## config.mk

```make
export PLATFORM = sky130hd
export DESIGN_NAME = alu_seq_unit
export DESIGN_NICKNAME = d
export VERILOG_FILES = /design/src/rtl/alu_pkg.sv /design/src/rtl/alu_div_iter.sv /design/src/rtl/alu_seq_unit.sv
export SDC_FILE = /design/constraint.sdc
export NUM_CORES = 1
export LEC_CHECK = 0
export ABC_CLOCK_PERIOD_IN_PS = 2800
export CAP_MARGIN = 5
export CORE_ASPECT_RATIO = 1.75
export CORE_MARGIN = 10
export CORE_UTILIZATION = 59
export CTS_BUF_LIST = sky130_fd_sc_hd__clkbuf_4 sky130_fd_sc_hd__clkbuf_8 sky130_fd_sc_hd__clkbuf_16
export CTS_CLUSTER_SIZE = 28
export DETAILED_ROUTE_END_ITERATION = 8
export MAX_ROUTING_LAYER = met4
export PLACE_DENSITY = 0.82
export SLEW_MARGIN = 15
export SYNTH_ARGS = -nofsm -noshare
export SYNTH_HDL_FRONTEND = slang
export SYNTH_SLANG_ARGS = --single-unit
```

## constraint.sdc

```tcl
create_clock -name clk -period 2.8 [get_ports clk]
set_clock_uncertainty 0.15 [all_clocks]
set_input_delay 0.56 -clock clk [delete_from_list [all_inputs] [get_ports clk]]
set_output_delay 0.56 -clock clk [all_outputs]
set_load 0.02 [all_outputs]
```

## src/rtl/alu_pkg.sv

```systemverilog
// alu_pkg: shared types for the sequential ALU wrapper.
//   alu_op_e : 4-bit opcode set carried on req_op
//   state_e  : handshake FSM states of alu_seq_unit
package alu_pkg;

  typedef enum logic [3:0] {
    ALU_ADD = 4'b0000,
    ALU_SUB = 4'b0001,
    ALU_MUL = 4'b0010,
    ALU_DIV = 4'b0011,
    ALU_MOD = 4'b0100,
    ALU_AND = 4'b1000,
    ALU_OR  = 4'b1001,
    ALU_XOR = 4'b1010,
    ALU_LSL = 4'b1011,
    ALU_LSR = 4'b1100
  } alu_op_e;

  typedef enum logic [1:0] {
    IDLE,
    BUSY,
    RESP
  } state_e;

endpackage

```

## src/rtl/alu_div_iter.sv

```systemverilog
// alu_div_iter: unsigned restoring divider, one quotient bit per clock.
//   clk, rst_n : shared clock / async active-low reset
//   start      : load dividend/divisor, clear the partial remainder
//   dividend   : NUM_BITS numerator
//   divisor    : NUM_BITS denominator (0 yields all-ones quotient, remainder = dividend)
//   quotient   : quotient after the step taken in the current cycle
//   remainder  : remainder after the step taken in the current cycle
// The outputs show the result of the step being committed this cycle, so the
// caller samples the final values on the same edge as the last step.
module alu_div_iter #(
  parameter int NUM_BITS = 4
) (
  input  logic                clk,
  input  logic                rst_n,
  input  logic                start,
  input  logic [NUM_BITS-1:0] dividend,
  input  logic [NUM_BITS-1:0] divisor,
  output logic [NUM_BITS-1:0] quotient,
  output logic [NUM_BITS-1:0] remainder
);

  logic [NUM_BITS-1:0] rem_q;
  logic [NUM_BITS-1:0] quo_q;
  logic [NUM_BITS-1:0] dvs_q;
  logic [NUM_BITS:0]   shifted;
  logic [NUM_BITS:0]   trial;
  logic                fits;

  // Shift the next dividend bit into the partial remainder and try a subtract.
  assign shifted   = {rem_q, quo_q[NUM_BITS-1]};
  assign trial     = shifted - {1'b0, dvs_q};
  assign fits      = ~trial[NUM_BITS];
  assign remainder = fits ? trial[NUM_BITS-1:0] : shifted[NUM_BITS-1:0];
  assign quotient  = {quo_q[NUM_BITS-2:0], fits};

  always_ff @(posedge clk or negedge rst_n) begin
    if (!rst_n) begin
      rem_q <= '0;
      quo_q <= '0;
      dvs_q <= '0;
    end else if (start) begin
      rem_q <= '0;
      quo_q <= dividend;
      dvs_q <= divisor;
    end else begin
      rem_q <= remainder;
      quo_q <= quotient;
    end
  end

endmodule

```

## src/rtl/alu_seq_unit.sv

```systemverilog
// alu_seq_unit: registered, valid/ready-handshaked ALU execution wrapper.
//   clk, rst_n           : clock, asynchronous active-low reset
//   req_valid/req_ready  : request handshake (ready only in IDLE)
//   req_op, req_a, req_b : opcode (alu_pkg::alu_op_e), unsigned operands
//   rsp_valid/rsp_ready  : response handshake (valid only in RESP)
//   rsp_r, rsp_n/z/c/v   : result and flags, held stable until consumed
//   rsp_err              : divide-by-zero, only with ALU_DIVZERO_ERR_EN defined
// Optional feature macro: ALU_DIVZERO_ERR_EN (DIV/MOD by zero answers in one
// cycle with R=0 and rsp_err=1 instead of running the divider).
module alu_seq_unit
  import alu_pkg::*;
#(
  parameter int NUM_BITS = 4
) (
  input  logic                clk,
  input  logic                rst_n,
  input  logic                req_valid,
  output logic                req_ready,
  input  logic [3:0]          req_op,
  input  logic [NUM_BITS-1:0] req_a,
  input  logic [NUM_BITS-1:0] req_b,
  output logic                rsp_valid,
  input  logic                rsp_ready,
  output logic [NUM_BITS-1:0] rsp_r,
  output logic                rsp_n,
  output logic                rsp_z,
  output logic                rsp_c,
  output logic                rsp_v
`ifdef ALU_DIVZERO_ERR_EN
  ,
  output logic                rsp_err
`endif
);

  localparam int MSB = NUM_BITS - 1;
  localparam int CW  = (NUM_BITS > 2) ? $clog2(NUM_BITS) : 1;

  state_e                state;
  logic [CW-1:0]         cnt;
  logic                  is_mod;
  logic [NUM_BITS-1:0]   div_quo;
  logic [NUM_BITS-1:0]   div_rem;
  logic [NUM_BITS-1:0]   div_res;

  logic [NUM_BITS:0]     sum;
  logic [NUM_BITS:0]     dif;
  logic [2*NUM_BITS-1:0] prod;
  logic [2*NUM_BITS-1:0] shl;
  logic [2*NUM_BITS-1:0] shr;
  logic [NUM_BITS-1:0]   res;
  logic                  res_c;
  logic                  res_v;
  logic                  is_div;
  logic                  goes_busy;
`ifdef ALU_DIVZERO_ERR_EN
  logic                  div_zero;
`endif

  assign req_ready = (state == IDLE);
  assign rsp_valid = (state == RESP);
  assign is_div    = (req_op == ALU_DIV) || (req_op == ALU_MOD);
`ifdef ALU_DIVZERO_ERR_EN
  assign div_zero  = is_div && (req_b == '0);
  assign goes_busy = is_div && !div_zero;
`else
  assign goes_busy = is_div;
`endif

  assign sum  = {1'b0, req_a} + {1'b0, req_b};
  assign dif  = {1'b0, req_a} - {1'b0, req_b};
  assign prod = (2*NUM_BITS)'(req_a) * (2*NUM_BITS)'(req_b);
  // Double-width shifts: the bit just past the result window is the last bit
  // shifted out, and naturally reads 0 for a zero or over-range shift.
  assign shl  = (2*NUM_BITS)'(req_a) << req_b;
  assign shr  = {req_a, {NUM_BITS{1'b0}}} >> req_b;

  always_comb begin
    res   = '0;
    res_c = 1'b0;
    res_v = 1'b0;
    case (req_op)
      ALU_ADD: begin
        res   = sum[MSB:0];
        res_c = sum[NUM_BITS];
        res_v = (req_a[MSB] == req_b[MSB]) && (res[MSB] != req_a[MSB]);
      end
      ALU_SUB: begin
        res   = dif[MSB:0];
        res_c = ~dif[NUM_BITS];
        res_v = (req_a[MSB] != req_b[MSB]) && (res[MSB] != req_a[MSB]);
      end
      ALU_MUL: begin
        res   = prod[MSB:0];
        res_c = |prod[2*NUM_BITS-1:NUM_BITS];
      end
      ALU_AND: res = req_a & req_b;
      ALU_OR:  res = req_a | req_b;
      ALU_XOR: res = req_a ^ req_b;
      ALU_LSL: begin
        res   = shl[MSB:0];
        res_c = shl[NUM_BITS];
      end
      ALU_LSR: begin
        res   = shr[2*NUM_BITS-1:NUM_BITS];
        res_c = shr[NUM_BITS-1];
      end
      default: ; // DIV/MOD handled by divider; undefined opcodes give R=0
    endcase
  end

  alu_div_iter #(.NUM_BITS(NUM_BITS)) u_div (
    .clk       (clk),
    .rst_n     (rst_n),
    .start     (req_ready && req_valid),
    .dividend  (req_a),
    .divisor   (req_b),
    .quotient  (div_quo),
    .remainder (div_rem)
  );

  assign div_res = is_mod ? div_rem : div_quo;

  always_ff @(posedge clk or negedge rst_n) begin
    if (!rst_n) begin
      state   <= IDLE;
      cnt     <= '0;
      is_mod  <= 1'b0;
      rsp_r   <= '0;
      rsp_n   <= 1'b0;
      rsp_z   <= 1'b0;
      rsp_c   <= 1'b0;
      rsp_v   <= 1'b0;
`ifdef ALU_DIVZERO_ERR_EN
      rsp_err <= 1'b0;
`endif
    end else begin
      case (state)
        IDLE: begin
          if (req_valid) begin
            if (goes_busy) begin
              cnt    <= CW'(NUM_BITS - 1);
              is_mod <= (req_op == ALU_MOD);
              state  <= BUSY;
            end else begin
              rsp_r   <= res;
              rsp_n   <= res[MSB];
              rsp_z   <= (res == '0);
              rsp_c   <= res_c;
              rsp_v   <= res_v;
`ifdef ALU_DIVZERO_ERR_EN
              rsp_err <= div_zero;
`endif
              state   <= RESP;
            end
          end
        end
        BUSY: begin
          if (cnt == '0) begin
            rsp_r   <= div_res;
            rsp_n   <= div_res[MSB];
            rsp_z   <= (div_res == '0);
            rsp_c   <= 1'b0;
            rsp_v   <= 1'b0;
`ifdef ALU_DIVZERO_ERR_EN
            rsp_err <= 1'b0;
`endif
            state   <= RESP;
          end else begin
            cnt <= cnt - 1'b1;
          end
        end
        RESP: begin
          if (rsp_ready) state <= IDLE;
        end
        default: state <= IDLE;
      endcase
    end
  end

endmodule

```

==> results.cfg <==
[power_and_ir_drop]
p_sw_w = 0.00101
pwr-share-comb_pct = 62.0
power.total_w = 0.00238
power.internal_w = 0.00137
max-vdd-ir-drop_mv = 0.812
seqPwrFrac_pct = 25.4
power_frac_clock_pct = 12.6
p_sw_share_pct = 42.3
p_leak_nw = 1.61
power.density_nw_per_um2 = 683

[sta]
hold_violations = 0
setup_ws_ns = -0.472
min_period_over_period_pct = 117
slew_headroom_pct = 67.1
period_needed_ns = 3.27
fmax_mhz = 306
finalSetupTns_ns = -1.25
tightest_slew_ns = 0.494
rsz0062_at_grt = yes
setup_viol = 3
slew_viol_final = 0
hold_slack_ns = 0.328

[detailed_routing]
drt_iter0_drc = 210
route.vias.total = 2602
wirelength_mm = 7.83
postRouteAntennaNets = 0
drtPass1Iterations = 4
post-route-drc-count = 0
viasPerCell = 6.17
routedWlPerCell_microns = 18.6

[worst_setup_path]
reg2reg_depth = 10
timing.rr.start = u_div.quo_q[3]
critPathMaxFanout = 2
end_kind = register
cp-endpoint = rsp_z
startpoint = req_b[1]
rr_endpoint = rsp_z
path_class = primary input to register
critPathRequiredTime_ns = 2.83
critical_path_arrival_ns = 3.30
crit_path_start_kind = primary input
r2r_slack_ns = 0.12

[flow_run]
cap_violations = 0

[floorplanning]
rows = 32
boundaryPins = 26
initial_utilization_pct = 61.0
die_height_microns = 110
core_sq_um = 4440
dieArea_sq_um = 7810
die_w_microns = 71.2

[clocking]
cts_sinks = 24
clkTransAtPathRegs_ns = 0.08
clkLatencyLatePin_ns = 0.26
root_buffer = clkbuf_8
cts.htree.levels = 1
cts_tree = done
cts_buffers = 3
clockBufferDepth = 2
cts_hold_buf = 0

[yosys]
synth_cell_types = 63
netlist_area_sq_um = 2710
seq_area_frac_synth_pct = 22.2
synth.net_count = 367
synth_top_area_cell = dfrtp_1
synth_edf_count = 0
yosys_warnings = 0
synth_cells = 314
postSynthAreaPerCell_sq_um = 8.63
synth_ff_type = dfrtp_1
synthTopCellsByArea = dfrtp_1 22%, ha_1 14%, fa_1 5.2%, inv_1 4.0%, nand2_1 3.9%
ys_seq_elements = 24
yosysTopAreaCellShare_pct = 22.2
async_flop_share_pct = 100

[global_routing]
grtUsageTotal_pct = 20.9
grt_antenna_before_repair = 0
grt_pass1_vias = 2708
grt_overflow_total = 0
grt_max_degree = 25
grt_pass1_wl_mm = 12.9

[final_layout]
diodes = 0
drive_above_1_share_pct = 28.0
final_core_util_pct = 78.5
nNetsFinal = 425
stdcell_count = 422
area_growth_syn_to_layout_pct = 28.8
fillers = 293

[outcome]
violations = setup timing
status = finished with violations

[place]
portBuffers = 25
post-dp-hpwl_mm = 6.39
gp_congestion = 0.976
dp_cells = 415

[worst_hold_path]
hold_path_class = register to register
[through the flow]
stage	area [sq um]	worst slack [ns]
finish	3490	-0.472
global route	3490	-0.577
CTS	3410	-0.467
detailed placement	3260	-1.26
global placement	3260	-1.15
floorplan	2730	-0.687
[kinds of logic (layout without fill, tap and decap cells)]
logic type	Yosys count	after routing	share of synthesized area (%)
buffers and inverters	49	106	7.90
DFF	24	24	22.2
xor gates and xnor gates	9	9	2.91
adders and majority gates	37	37	19.0
and+or+nand+nor	97	97	18.1
muxes	20	20	8.68
AOI/OAI and AO/OA	78	78	21.2
[synthesized netlist by cell type (all sizes together), types with 2 or more instances]
cell type and count:
or3 3, o22ai 4, xnor2 5, o21bai 3, a32o 3, buf 10, nand2 28, mux2i 10
o21ai 10, dfrtp 24, a21o 4, or2 4, nor3 6, mux4 2, o21a 2, nand2b 4
a2111oi 2, nor3b 2, a31oi 2, xor2 4, a211o 5, o211ai 4, inv 29, nand3b 3
nor2b 4, nand3 5, ha 30, clkbuf 10, a21oi 19, and2 2, nor2 28, o2111ai 2
mux2 8, a211oi 6, fa 7
[cell type report]
class                   count  area, sq um  area share, %
clock inverters             1         30.0          0.861
clock buffers               3         41.3           1.18
flip-flops and latches     24          601           17.2
repair buffers             73          636           18.2
inverters                  29          109           3.12
multi-input cells         241         2010           57.6
well taps                  51         63.8           1.83
[timing repair]
item / in CTS / in global routing
setup endpoints to repair: 6 / 7
buffers inserted: 2 / 1
pin swaps: 11 / 7
resized for setup: 49 / 15
[critical path, stage by stage]
cell,delay [ns]
buf_8,0.09
nand2_4,0.04
fa_1,0.55
inv_2,0.04
fa_1,0.57
fa_1,0.42
and3b_1,0.18
a21oi_2,0.11
nor3_2,0.06
a2111oi_4,0.36
o2111ai_1,0.19
o211ai_1,0.13
[routing by layer]
layer | vias to the layer above | routed length, microns | track usage, %
li1 | 1230 | - | -
met2 | 88 | 4280 | 38.6
met1 | 1244 | 2660 | 19.0
met4 | 0 | 596 | 16.1
met3 | 40 | 292 | 1.90
met5 | - | 0 | -
[registers in the layout, summed over array words and instances (netlist names)]
| name | cells |
|---|---|
| cnt | 2 |
| u_div.rem_q | 4 |
| rsp_z | 1 |
| u_div.quo_q | 4 |
| u_div.dvs_q | 4 |
| rsp_v | 1 |
| rsp_r | 4 |
| state | 2 |
| rsp_c | 1 |
| is_mod | 1 |
[worst min path at each step]
stage / from / endpoint / slack (ns) / cells past startpoint
floorplan: rst_n / cnt[0] / 0.11 / 0
global placement: rsp_r[0] / rsp_r[0] / 0.31 / 1
detailed placement: cnt[0] / cnt[0] / 0.32 / 1
CTS: cnt[0] / cnt[0] / 0.33 / 1
global route: rsp_r[0] / rsp_r[0] / 0.36 / 1
finish: cnt[0] / cnt[0] / 0.33 / 1
[power groups by stage]
stage / logic [W] / registers [W] / clock network, W
finish: 0.00148 / 0.000605 / 0.000300
global route: 0.00163 / 0.000627 / 0.000310
CTS: 0.00140 / 0.000602 / 0.000301
detailed placement: 0.00137 / 0.000606 / 0
global placement: 0.00132 / 0.000600 / 0
floorplan: 0.000910 / 0.000595 / 0
[layout by cell type (no fill, tap or decap), types with 9 or more instances in the layout]
master / instances
a21oi_1: 15
buf_4: 44
clkdlybuf4s50_1: 17
dfrtp_1: 24
ha_1: 26
inv_1: 28
nand2_1: 25
nor2_1: 26
o21ai_0: 9
(Power assumes the default switching activity.)
